`config.mk`:
```
export PLATFORM = sky130hd
export DESIGN_NAME = vrf_stream_ctrl
export DESIGN_NICKNAME = d
export VERILOG_FILES = /design/src/rtl/vrf_stream_ctrl.sv
export SDC_FILE = /design/constraint.sdc
export NUM_CORES = 1
export LEC_CHECK = 0
export ABC_AREA = 1
export BUFFER_PORTS_ARGS = -buffer_cell sky130_fd_sc_hd__buf_2
export CAP_MARGIN = 0
export CORE_AREA = 2 2 238 240
export CTS_CLUSTER_SIZE = 12
export DETAILED_ROUTE_END_ITERATION = 7
export DIE_AREA = 0 0 240 242
export GPL_ROUTABILITY_DRIVEN = 1
export SYNTH_ARGS = -nofsm -noshare
export SYNTH_HDL_FRONTEND = slang
export SYNTH_SLANG_ARGS = --single-unit
```
`constraint.sdc`:
```
create_clock -name clk -period 7.65 [get_ports clk]
set_clock_uncertainty 0.15 [all_clocks]
set_input_delay 0.765 -clock clk [delete_from_list [all_inputs] [get_ports clk]]
set_output_delay 0.765 -clock clk [all_outputs]
set_load 0.01 [all_outputs]
```
`src/rtl/vrf_stream_ctrl.sv`:
```
// Streams bursts of vector registers between valid/ready data ports and a
// register file with single-cycle write and one-cycle-latency read access.
//
// state | meaning
// IDLE  | waiting for a command; zero-length commands complete here
// WRITE | one register write per accepted wdata beat
// READ  | issuing reads, throttled so at most two beats are ever pending
// DRAIN | all reads issued; waiting for the final beat to leave on rdata
module vrf_stream_ctrl #(
  parameter int NUM_ELEMS           = 8,
  parameter int ELEM_SIZE           = 16,
  parameter int ENABLES_PER_ELEMENT = 4,
  parameter int VRF_SIZE            = 32,
  localparam int AW = $clog2(VRF_SIZE),
  localparam int DW = NUM_ELEMS * ELEM_SIZE,
  localparam int MW = NUM_ELEMS * ENABLES_PER_ELEMENT
) (
  input  logic          clk,
  input  logic          reset,
  input  logic          cmd_valid,
  output logic          cmd_ready,
  input  logic          cmd_we,
  input  logic [AW-1:0] cmd_base,
  input  logic [AW:0]   cmd_count,
  input  logic [MW-1:0] cmd_mask,
  input  logic          wdata_valid,
  output logic          wdata_ready,
  input  logic [DW-1:0] wdata,
  output logic          rdata_valid,
  input  logic          rdata_ready,
  output logic [DW-1:0] rdata,
  output logic          rdata_last,
  output logic          done,
  output logic          vrf_en,
  output logic          vrf_we,
  output logic [AW-1:0] vrf_addr,
  output logic [MW-1:0] vrf_write_mask,
  output logic [DW-1:0] vrf_data_w,
  input  logic [DW-1:0] vrf_data_r
);

  typedef enum logic [1:0] {IDLE, WRITE, READ, DRAIN} state_t;

  state_t        state_q, state_d;
  logic [AW-1:0] addr_q, addr_d, addr_inc;
  logic [AW:0]   remain_q, remain_d;
  logic [MW-1:0] mask_q, mask_d;
  logic          done_q, done_d;
  logic          inflight_q;

  logic [DW-1:0] fifo_mem [2];
  logic          fifo_wr_q, fifo_rd_q;
  logic [1:0]    fifo_cnt_q;
  logic [1:0]    outstanding;

  logic accept, wr_hs, rd_issue, pop, bypass, push, pop_fifo, final_beat;

  assign cmd_ready   = (state_q == IDLE);
  assign accept      = cmd_valid & cmd_ready;
  assign wdata_ready = (state_q == WRITE) & ~reset;
  assign wr_hs       = wdata_valid & wdata_ready;

  // Beats owed to the consumer: already buffered plus the read returning now.
  assign outstanding = fifo_cnt_q + {1'b0, inflight_q};
  assign rd_issue    = (state_q == READ) & ~reset & (outstanding < 2'd2);

  assign addr_inc = (addr_q == AW'(VRF_SIZE - 1)) ? '0 : addr_q + AW'(1);

  // Returning read data falls straight through to rdata when the buffer is
  // empty, which gives the two-cycle first-beat latency and full throughput.
  assign rdata_valid = ((fifo_cnt_q != 2'd0) | inflight_q) & ~reset;
  assign pop         = rdata_valid & rdata_ready;
  assign pop_fifo    = pop & (fifo_cnt_q != 2'd0);
  assign bypass      = pop & (fifo_cnt_q == 2'd0);
  assign push        = inflight_q & ~bypass & ~reset;
  assign final_beat  = (state_q == DRAIN) & (outstanding == 2'd1);
  assign rdata_last  = rdata_valid & final_beat;

  always_comb begin
    rdata = '0;
    if (fifo_cnt_q != 2'd0)
      rdata = fifo_mem[fifo_rd_q];
    else if (inflight_q)
      rdata = vrf_data_r;
  end

  assign vrf_en         = wr_hs | rd_issue;
  assign vrf_we         = wr_hs;
  assign vrf_addr       = addr_q;
  assign vrf_write_mask = wr_hs ? mask_q : '0;
  assign vrf_data_w     = wr_hs ? wdata : '0;
  assign done           = done_q;

  always_comb begin
    state_d  = state_q;
    addr_d   = addr_q;
    remain_d = remain_q;
    mask_d   = mask_q;
    done_d   = 1'b0;
    unique case (state_q)
      IDLE: begin
        if (accept) begin
          if (cmd_count == '0) begin
            done_d = 1'b1;
          end else begin
            addr_d   = cmd_base;
            remain_d = cmd_count;
            mask_d   = cmd_mask;
            state_d  = cmd_we ? WRITE : READ;
          end
        end
      end
      WRITE: begin
        if (wr_hs) begin
          addr_d   = addr_inc;
          remain_d = remain_q - (AW+1)'(1);
          if (remain_q == (AW+1)'(1)) begin
            state_d = IDLE;
            done_d  = 1'b1;
          end
        end
      end
      READ: begin
        if (rd_issue) begin
          addr_d   = addr_inc;
          remain_d = remain_q - (AW+1)'(1);
          if (remain_q == (AW+1)'(1))
            state_d = DRAIN;
        end
      end
      DRAIN: begin
        if (pop && final_beat) begin
          state_d = IDLE;
          done_d  = 1'b1;
        end
      end
      default: state_d = IDLE;
    endcase
  end

  always_ff @(posedge clk) begin
    if (reset) begin
      state_q    <= IDLE;
      addr_q     <= '0;
      remain_q   <= '0;
      mask_q     <= '0;
      done_q     <= 1'b0;
      inflight_q <= 1'b0;
      fifo_wr_q  <= 1'b0;
      fifo_rd_q  <= 1'b0;
      fifo_cnt_q <= 2'd0;
    end else begin
      state_q    <= state_d;
      addr_q     <= addr_d;
      remain_q   <= remain_d;
      mask_q     <= mask_d;
      done_q     <= done_d;
      inflight_q <= rd_issue;
      if (push)
        fifo_wr_q <= ~fifo_wr_q;
      if (pop_fifo)
        fifo_rd_q <= ~fifo_rd_q;
      fifo_cnt_q <= fifo_cnt_q + {1'b0, push} - {1'b0, pop_fifo};
    end
  end

  always_ff @(posedge clk) begin
    if (push)
      fifo_mem[fifo_wr_q] <= vrf_data_r;
  end

endmodule

```
Yosys cells after proc, flatten, opt, wreduce, memory -nomap -nowiden. Memory sizes are Yosys's and may differ from the RTL's. A register that Yosys moved wholly into a read port is not among the register bits. Index checks and enable logic that the tools add are counted.

Add/subtract/negate cells: 5. $lt $le $gt $ge: 1. Equality and inequality tests: 13. Muxes and demuxes: 34. Bitwise operators: 20. Reduce and logical (&&, ||, !) cells: 9.

Operator list (number): 128-bit 2-to-1 mux (3); 32-bit 2-to-1 mux (1); 5-bit 2-to-1 mux (5); 6-bit 2-to-1 mux (4); 6-bit case mux with 3 select lines (1); 2-bit 2-to-1 mux (8); 5-bit case mux with 3 select lines (1); 1-bit bitwise AND (13); 1-bit 2-to-1 mux (9); 2-bit by 1-bit != test with 1-bit output (second input constant) (4); 2-bit case mux with 4 select lines (1); 7-bit AND reduction (1); 6-bit by 1-bit equality test with 1-bit output (second input constant) (1); 6-bit logical NOT (1); 2-bit != test (second input constant) (3); 6-bit by 1-bit subtractor with 6-bit output (second input constant) (1); 5-bit by 1-bit adder with 5-bit output (second input constant) (1); 5-bit equality test (second input constant) (1); 1-bit NOT (5); 5-bit AND reduction (1); 2-bit by 1-bit adder with 2-bit output (2); 2-bit by 1-bit equality test with 1-bit output (second input constant) (2); 2-bit equality test (second input constant) (2); 2-bit logical NOT (2); 8 further kinds (9).

Flip-flop bits (word level): 51. Bits in writable memories: 256. Input port bits: 305. Output and inout bits: 300. Memories: 1.

Memory list: fifo_mem (depth 2, bits a word 128, read ports 1, clocked after Yosys merged registers in 1, write ports 1, RTL line 51) `logic [DW-1:0] fifo_mem [2];`.

Depth between registers and ports, before layout. Gate-level depths: netlist (run 1).

Word-level depth: 10. Gate-level depth with buffers: 11. Mapped depth without buffers: 11.

Worst setup path before layout (run 1). No wires, ideal clock.

Path type: in2reg. From: in reset. To: mem fifo_mem[1][0] in the netlist's numbering, enable pin. Setup time: 0.618 ns. Data arrival time: 6.510 ns. Data required time: 6.882 ns. Path slack: 0.372 ns. Stages on the path: 4. Path buffers: 1. Cell sequence: buf_2 > nor2_1 > nand2_1 > nor2_1.

Word-level cells in the longest chain between the ends: 9.

Ends and longest elaborated chain: from (decl) (RTL line 19) `input logic reset,`; 1-bit NOT * (RTL line 71, 75); 1-bit bitwise AND (RTL line 71) `assign rdata_valid = ((fifo_cnt_q != 2'd0) | inflight_q) & ~reset;`; 1-bit bitwise AND (RTL line 72) `assign pop = rdata_valid & rdata_ready;`; 1-bit bitwise AND (RTL line 74) `assign bypass = pop & (fifo_cnt_q == 2'd0);`; 1-bit NOT (RTL line 75) `assign push = inflight_q & ~bypass & ~reset;`; 1-bit bitwise AND (RTL line 75); 1-bit bitwise AND * (RTL line 75); 1-bit 2-to-1 mux * (RTL line 168) `if (push)`; 1-bit 2-to-1 mux (implied by the code) * (RTL line 169) `fifo_mem[fifo_wr_q] <= vrf_data_r;`; to (decl) (RTL line 51).

Every way passes the cells marked *; elsewhere a longest branch is shown, timed or not.

Final worst setup path (run 1).
From: reg fifo_cnt_q[1]. To: out rdata[39].

Word-level cells in the longest chain between the ends: 2.

Ends and longest elaborated chain: from (decl) (RTL line 53) `logic [1:0] fifo_cnt_q;`; from (signal assigned) (RTL line 163) `fifo_cnt_q <= fifo_cnt_q + {1'b0, push} - {1'b0, pop_fifo};`; 2-bit nonzero test (RTL line 81) `if (fifo_cnt_q != 2'd0)`; 128-bit 2-to-1 mux (RTL line 81); to (decl) (RTL line 31) `output logic [DW-1:0] rdata,`.

No other way between the ends.

==> out/metrics.cfg, run 1 <==
[synthesis]
ys_warn_count = 0
synthArstFlopShare_pct = 0
synth_edf_count = 256
synth_cell_types = 28
syn_nets = 1827
synth-seq-cells = 308
syn_avg_cell_area_um2 = 9.41
syn_inst = 1508
ys_seq_area_share_pct = 61.5
ys.flop_type = edfxtp_1
synth_area_um2 = 14200

[routing]
first_pass_iters = 5
wl_um = 48200
ant_nets = 0
wl_per_cell_um = 16.9
drc = 0
via_per_inst = 4.49
vias = 12800
drt_iter0_drc = 699

[sta]
finalSetupViolCount = 0
fin_crit_sh_pct = 54.7
rsz0062_at_grt = false
final.setup.tns_ns = 0
slew_violations = 0
fmax_mhz = 239
worstMarginPinSlew_ns = 1.07
relSlewSlack_pct = 28.5
hold_viol_final = 0
layout_min_cycle_time_ns = 4.19

[pwr]
p_per_area_nw_per_um2 = 254
report.power.total_uw = 4790
ir_drop_mv = 0.147
p_leak_uw = 0.00865

[critical_path]
start_kind = flop
cpPeakStageDelay_ns = 0.72
r2r-end = fifo_cnt_q[1]
cp_slowest_cell = buf_4
worst-r2r-cell-count = 12
reg2reg_from = fifo_cnt_q[1]
crit_chain = nor2_4 > buf_4 > clkinv_2 > buf_4 > o21ai_0 > o21ai_0 > buf_2
worst-setup-path-type = reg2out
crit_required_ns = 6.73
worstSetupEndpointType = primary output
cp_max_fo = 93
cp.arrival_ns = 3.27
r2r_setup_slack_ns = 4.18

[global_route]
grt_pass1_vias = 12200
grt_util_all_layers_pct = 15.7
grt_overflow = 0
grt_pass1_wl_um = 71100
grt_start_max_net_pins = 103
grt_antenna_before_repair = 13

[clock_network]
worstSkewPairLatency_ns = 0.53
cts_tree = done
cts_buffers = 37
cts_setup_buffers = 0
root_buffer = clkbuf_16
cts_resized = 0
cts.htree.levels = 2
cts.sinks = 308
clock_path_buffers = 3
path_clk_slew_ns = 0.06
cts_hold_buf = 0

[floorplanning]
start_util_pct = 25.5
ios = 605
core_area_um2 = 55700
dieArea_um2 = 58100
dieHeight_um = 242
rows = 87
die_w_um = 240

[placement]
port_buffers = 604
placedCellCount = 2776
gp_congestion = 0.966
dp_hpwl_um = 33400

[finish]
stdcell_count = 2847
layout_commonest_cell = buf_2
most-common-layout-cells = buf_2, nor2_1, edfxtp_1
area_delta_synth_final_pct = 33.0
final_nets = 2378
fillers = 5830
drive_gt1_share_pct = 32.5

[hold_path]
holdPathEnd = fifo_mem[0][102]
hold_class = in2reg
hp-start = vrf_data_r[102]
hold_depth = 1

[status]
status = finished clean

[job]
drv_cap = 0

[critical path, delay by kind of cell (launching register included)]
| family | cells | cell delay [ns] |
|---|---|---|
| AO/OA/AOI/OAI | 2 | 0.49 |
| flip-flops | 1 | 0.44 |
| buffers and inverters | 4 | 1.59 |
| AND/OR/NAND/NOR | 1 | 0.06 |
[registers in the layout (all words and copies together) (netlist names), named ones only]
signal and flops:
done 1, fifo_cnt_q 2, fifo_mem 256, fifo_rd_q 1
fifo_wr_q 1, inflight_q 1, mask_q 32, remain_q 6
state_q 2, vrf_addr 5
[synth_stat cells, drive strengths merged, types with 3 or more instances]
cell type	instances	area [µm²]
ha	14	175
inv	196	736
nand2	63	241
clkbuf	34	130
o21ai	299	1500
nand3	141	716
buf	69	405
a21oi	37	185
edfxtp	256	7690
nor2	335	1270
dfxtp	52	1040
nand4	3	33.8
xor2	4	35.0
[how the worst max path moves through the flow]
| stage | from | endpoint | slack (ns) |
|---|---|---|---|
| finish | fifo_cnt_q[1] | rdata[39] | 3.46 |
| global route | fifo_cnt_q[1] | rdata[61] | 3.15 |
| CTS | fifo_cnt_q[1] | rdata[39] | 3.33 |
| detailed placement | reset | vrf_data_w[98] | 3.86 |
| global placement | reset | vrf_data_w[98] | 3.88 |
| floorplan | reset | fifo_mem[1][0] | 0.37 |
[stage by stage]
| stage | utilization [%] | setup slack, ns | hold WS (ns) | cell area (µm²) |
|---|---|---|---|---|
| 2_1_floorplan | - | 0.372 | 0.279 | 14200 |
| 5_1_grt | 33.9 | 3.15 | 0.241 | 18900 |
| 3_3_place_gp | 31.9 | 3.88 | 0.291 | 17800 |
| 4_1_cts | 33.8 | 3.33 | 0.229 | 18900 |
| 3_5_place_dp | 31.9 | 3.86 | 0.294 | 17800 |
| 6_report | 33.9 | 3.46 | 0.270 | 18900 |
[metal layers]
layer,GRT usage (%),share of wire (%)
met3,4.56,8.0
met1,19.7,41
met4,6.08,3.3
met2,25.4,47
met5,0,0.19
[where the power goes]
part,switching (µW),internal (µW),total [µW]
clock,685,918,1600
sequential,66.7,1930,1990
combinational,789,405,1190
[cells by family after synthesis]
kind of cell | count (synthesis) | share of synthesized area (%)
AOI/OAI and AO/OA | 339 | 12.0
xor gates and xnor gates | 4 | 0.247
adders and majority gates | 14 | 1.23
buffers and inverters | 299 | 8.96
DFF | 308 | 61.5
muxes | 1 | 0.0705
and+or+nand+nor | 543 | 16.0
[layout make-up]
cell class / count / area [µm²] / area share [%]
repair buffers: 615 / 3130 / 16.6
flip-flops and latches: 308 / 8740 / 46.3
inverters: 196 / 739 / 3.92
clock buffers: 50 / 996 / 5.28
multi-input cells: 901 / 4220 / 22.3
clock inverters: 14 / 95.1 / 0.504
diodes: 7 / 17.5 / 0.0928
well taps: 756 / 946 / 5.01
No activity file was read; power rests on OpenSTA's default activity.
==> run 2: changes to the inputs <==
- CORE_AREA: 2 2 238 240 -> 2 2 235 237
- DIE_AREA: 0 0 240 242 -> 0 0 237 239
- clock period: 7.65 -> 4.18 ns (I/O delays scaled with it)
==> out/metrics.cfg, run 2 (synthesis results as in run 1) <==
[placement]
pre_cts_slack_ns = 1.43
port_buffers = 604
gp_congestion = 0.938
dp_hpwl_um = 34600
post_dp_cell_area_um2 = 17800

[routing]
vias = 13600
drc = 0
wl_um = 50700
first_pass_iters = 5
drt_iter0_drc = 1031
wl_per_cell_um = 17.2
via_per_inst = 4.59
ant_nets = 0

[critical_path]
cp.arrival_ns = 2.69
cp_slowest_cell = inv_4
cp_max_fo = 55
worst-setup-path-type = reg2out
cpPeakStageDelay_ns = 0.58
start_kind = flop
worstSetupEndpointType = primary output
crit_required_ns = 3.61
crit_chain = inv_4 > buf_4 > nor2_1 > o21ai_1 > buf_2
worst-r2r-cell-count = 11
reg2reg_from = state_q[1]

[clock_network]
cts_hold_buf = 152
cts_resized = 0
cts.sinks = 308
worstSkewPairLatency_ns = 0.55
cts.htree.levels = 2
cts_setup_buffers = 0
cts_tree = done
clock_path_buffers = 3
cts_buffers = 37
path_clk_slew_ns = 0.06
root_buffer = clkbuf_16

[floorplanning]
dieHeight_um = 239
dieArea_um2 = 56600
core_area_um2 = 54300
die_w_um = 237
start_util_pct = 26.1
ios = 605
rows = 86

[pwr]
comb_power_share_pct = 25.4
switchingPower_uw = 2910
seq_power_share_pct = 39.7
p_leak_uw = 0.00940
swShare_pct = 31.6
internal_power_uw = 6290
clockPowerShare_pct = 34.9
ir_drop_mv = 0.266
p_per_area_nw_per_um2 = 448

[job]
drv_cap = 0

[sta]
final.setup.tns_ns = 0
fin_ws_ns = 0.926
hold-worst-slack_ns = 0.0355
fmax_mhz = 307
slew_violations = 0
layout_min_cycle_time_ns = 3.25
fin_crit_sh_pct = 77.8
hold_viol_final = 0
relSlewSlack_pct = 42.9
rsz0062_at_grt = false
finalSetupViolCount = 0
worstMarginPinSlew_ns = 0.857

[global_route]
grt_overflow = 0
grt_pass1_wl_um = 75300
grt_start_max_net_pins = 112
grt_pass1_vias = 12900
grt_antenna_before_repair = 15
grt_util_all_layers_pct = 17.0

[finish]
final_cell_area_um2 = 20600
final_util_pct = 37.8
largest_reg_flops = 256
area_delta_synth_final_pct = 44.9
final_nets = 2538
largest-register = fifo_mem
most-common-layout-cells = buf_2, nor2_1, edfxtp_1
drive_gt1_share_pct = 30.8
seqCellArea_um2 = 8740
multi_input_area_um2 = 4220
reg.largest.list = fifo_mem x256, mask_q x32, remain_q x6
layout_commonest_cell = buf_2
fillers = 5390

[status]
status = finished clean

[hold_path]
hold_depth = 3
hp-start = cmd_mask[10]
hold_class = in2reg

==> run 2: changes by cell type in the layout (fill, tap and decap cells not counted), sizes merged <==
cell         delta
dlygate4sd3   +152
diode           -1
bufinv          +4
clkbuf          -5
clkinvlp        -1
clkinv          +2
inv             -1
buf             +8
==> run 2: area by class of cell <==
cell class	count	area share, %
Inverter	196	3.60
Sequential cell	308	42.5
Multi-Input combinational cell	901	20.5
Antenna cell	6	0.0731
Clock inverter	18	1.04
Clock buffer	45	4.75
Tap cell	704	4.29
Timing Repair Buffer	775	23.2
==> run 2: per-stage QoR <==
stage / power [µW] / cells
floorplan: 5060 / 1508
global placement: 5870 / 2732
detailed placement: 5930 / 2732
CTS: 9340 / 2947
global route: 9720 / 2953
finish: 9200 / 2953
==> run 2: critical path, delay by kind of cell (launching register included) <==
family / cells / cell delay, ns
AO/OA/AOI/OAI: 1 / 0.29
AND/OR/NAND/NOR: 1 / 0.07
flip-flops: 1 / 0.49
buffers and inverters: 3 / 1.26
==> run 2: worst paths after layout <==
path | to | slack [ns]
setup reg to reg | remain_q[3] | 1.50
hold reg to reg | mask_q[1] | 0.30
setup / recovery | rdata[5] | 0.93
hold / removal | mask_q[10] | 0.04
==> run 2: power by group through the flow <==
stage	logic, µW	registers [µW]	clock network (µW)
after floorplan	1390	3670	0
after detailed placement	2220	3710	0
after global routing	2610	3670	3440
final	2340	3650	3210
after global placement	2170	3710	0
after CTS	2350	3650	3340
==> run 2: routing by layer <==
layer	track usage (%)	vias to the layer above	part of all wire, %
met2	28.4	648	47
met4	7.27	8	3.8
met1	20.8	6323	40
met5	0	-	0.089
li1	-	6468	-
met3	4.41	108	8.9
==> run 3: changes to the inputs <==
- ABC_AREA: 1 -> 0
- CORE_AREA: 2 2 235 237 -> 2 2 238 240
- DIE_AREA: 0 0 237 239 -> 0 0 240 242
- clock period: 4.18 -> 2.95 ns (I/O delays scaled with it)
==> out/metrics.cfg, run 3 <==
[synthesis]
synthTopCellsByArea = edfxtp_1, mux2i_1, dfxtp_1, and3_1, nand3_1
synth_area_um2 = 14200
synth_cell_types = 54
syn_inst = 1197
syn_nets = 1516
ys_seq_area_share_pct = 61.5
synth_area_leader_cell = edfxtp_1
synth_commonest_cells = edfxtp_1, and3_1, nand3_1
synth_edf_count = 256
synth-seq-cells = 308
yosysMostFrequentCell = edfxtp_1
ys_warn_count = 0
ys.flop_type = edfxtp_1
syn_avg_cell_area_um2 = 11.9
synthArstFlopShare_pct = 0
synth_top_cell_area_share_pct = 54.2

[sta]
slew_violations = 0
worstMarginPinSlew_ns = 0.858
hold-worst-slack_ns = 0.0398
hold_viol_final = 0
fmax_mhz = 351
relSlewSlack_pct = 42.8
fin_crit_sh_pct = 96.6
layout_min_cycle_time_ns = 2.85
finalSetupViolCount = 0
rsz0062_at_grt = false

[routing]
wl_um = 67300
drc = 0
first_pass_iters = 5
via_per_inst = 4.80
drt_iter0_drc = 814
vias = 13100
ant_nets = 0
wl_per_cell_um = 24.7

[finish]
stdcell_count = 2727
reg.largest.list = fifo_mem x256, mask_q x32, remain_q x6
layout_commonest_cell = buf_2
largest_reg_flops = 256
most-common-layout-cells = buf_2, edfxtp_1, dlygate4sd3_1
largest-register = fifo_mem
area_delta_synth_final_pct = 48.4
fillers = 5532
final_nets = 2246
drive_gt1_share_pct = 36.6

[clock_network]
worstSkewPairLatency_ns = 0.54
cts.htree.levels = 2
cts_tree = done
path_clk_slew_ns = 0.06
clock_path_buffers = 3
cts_buffers = 36
root_buffer = clkbuf_16
cts.sinks = 308

[floorplanning]
core_area_um2 = 55700
dieHeight_um = 242
die_w_um = 240
dieArea_um2 = 58100
start_util_pct = 25.5
ios = 605
rows = 87

[critical_path]
cp_slowest_cell = dlygate4sd3_1
reg2reg_from = state_q[0]
start_kind = flop
crit_path_start = state_q[0]
crit_chain = inv_1 > ha_2 > or3b_2 > o221a_1 > a41oi_1 > a311oi_2 > dlygate4sd3_1
worst-r2r-cell-count = 7
worst-setup-path-type = reg2reg
cp.arrival_ns = 3.13
endpoint = state_q[0]
r2r-end = state_q[0]
r2r_setup_slack_ns = 0.10
cpPeakStageDelay_ns = 0.58
cp_max_fo = 9
crit_required_ns = 3.23
worstSetupEndpointType = flop

[hold_path]
hold_depth = 4
hold_class = in2reg

[global_route]
grt_start_max_net_pins = 163
grt_pass1_wl_um = 92700
gr-usage-met3_pct = 6.64
grt_antenna_before_repair = 38
grt-busiest-layer = met2
met1_usage_pct = 28.9
grt_pass1_vias = 12800
grt_util_all_layers_pct = 22.3
grt_overflow = 0
grtUsageMet2_pct = 36.2

[pwr]
ir_drop_mv = 0.465
p_leak_uw = 0.00907
p_per_area_nw_per_um2 = 613

[placement]
port_buffers = 604
gp_congestion = 1.17
placedCellCount = 2476
dp_hpwl_um = 50900

[status]
status = finished clean

[job]
drv_cap = 0

[run 3: worst max-delay path, delay by kind of cell (launching register included)]
| family | cells | cell delay (ns) |
|---|---|---|
| AO/OA/AOI/OAI | 3 | 0.74 |
| adder cells (fa/ha/maj) | 1 | 0.27 |
| flip-flops | 1 | 0.36 |
| AND/OR/NAND/NOR | 1 | 0.48 |
| buffers and inverters | 2 | 0.73 |
[run 3: per-stage QoR]
stage          instance area (µm²)  total power, µW  worst slack [ns]  TNS (ns)  utilization, %
6_report                     21100            12900             0.100         0            37.8
5_1_grt                      21000            13500            0.0353         0            37.7
4_1_cts                      21000            13000            0.0521         0            37.7
3_5_place_dp                 18100             8120             0.623         0            32.5
3_3_place_gp                 18100             8090             0.650         0            32.5
2_1_floorplan                14200             6770            -0.384    -57.54               -
[run 3: power by group]
group          switching (µW)  internal (µW)
registers                 155           4930
clock network            1820           2840
logic                    1960           1200
total                    3930           8980
[run 3: kinds of logic after synthesis]
family	synth area share, %
buffers and inverters	3.62
AO/OA/AOI/OAI	8.43
flip-flops	61.5
AND/OR/NAND/NOR	15.7
multiplexers	9.17
XOR/XNOR	0.370
adder cells (fa/ha/maj)	1.23
[run 3: cell type report]
class / instances / area (µm²) / share of cell area [%]
tap: 756 / 946 / 4.49
sequential: 308 / 8740 / 41.5
inverter: 12 / 45.0 / 0.214
timing repair buffer: 800 / 5060 / 24.0
clock inverter: 18 / 274 / 1.30
antenna: 18 / 45.0 / 0.214
multi-input combinational: 769 / 4990 / 23.7
clock buffer: 46 / 958 / 4.55
[run 3: worst min-delay path by stage]
stage	startpoint	to	slack (ns)
final	rdata_ready	fifo_wr_q	0.04
after global routing	cmd_base[2]	vrf_addr[2]	0.05
after CTS	cmd_base[2]	vrf_addr[2]	0.0009
after detailed placement	mask_q[29]	mask_q[29]	0.29
after global placement	mask_q[29]	mask_q[29]	0.29
after floorplan	vrf_data_r[0]	fifo_mem[0][0]	0.24
[run 3: repair_timing]
item / 4_1_cts / 5_1_grt
endpoints found under the setup margin: 0 / 2
resized for setup: 0 / 2
hold endpoints to repair: 295 / 0
hold buffers: 169 / 0
buffers inserted: 0 / 0
[run 3: layer usage]
| metal | vias up | routed length [µm] |
|---|---|---|
| li1 | 5979 | - |
| met1 | 6325 | 27800 |
| met2 | 674 | 31200 |
| met3 | 97 | 6380 |
| met4 | 2 | 1940 |
| met5 | - | 13 |
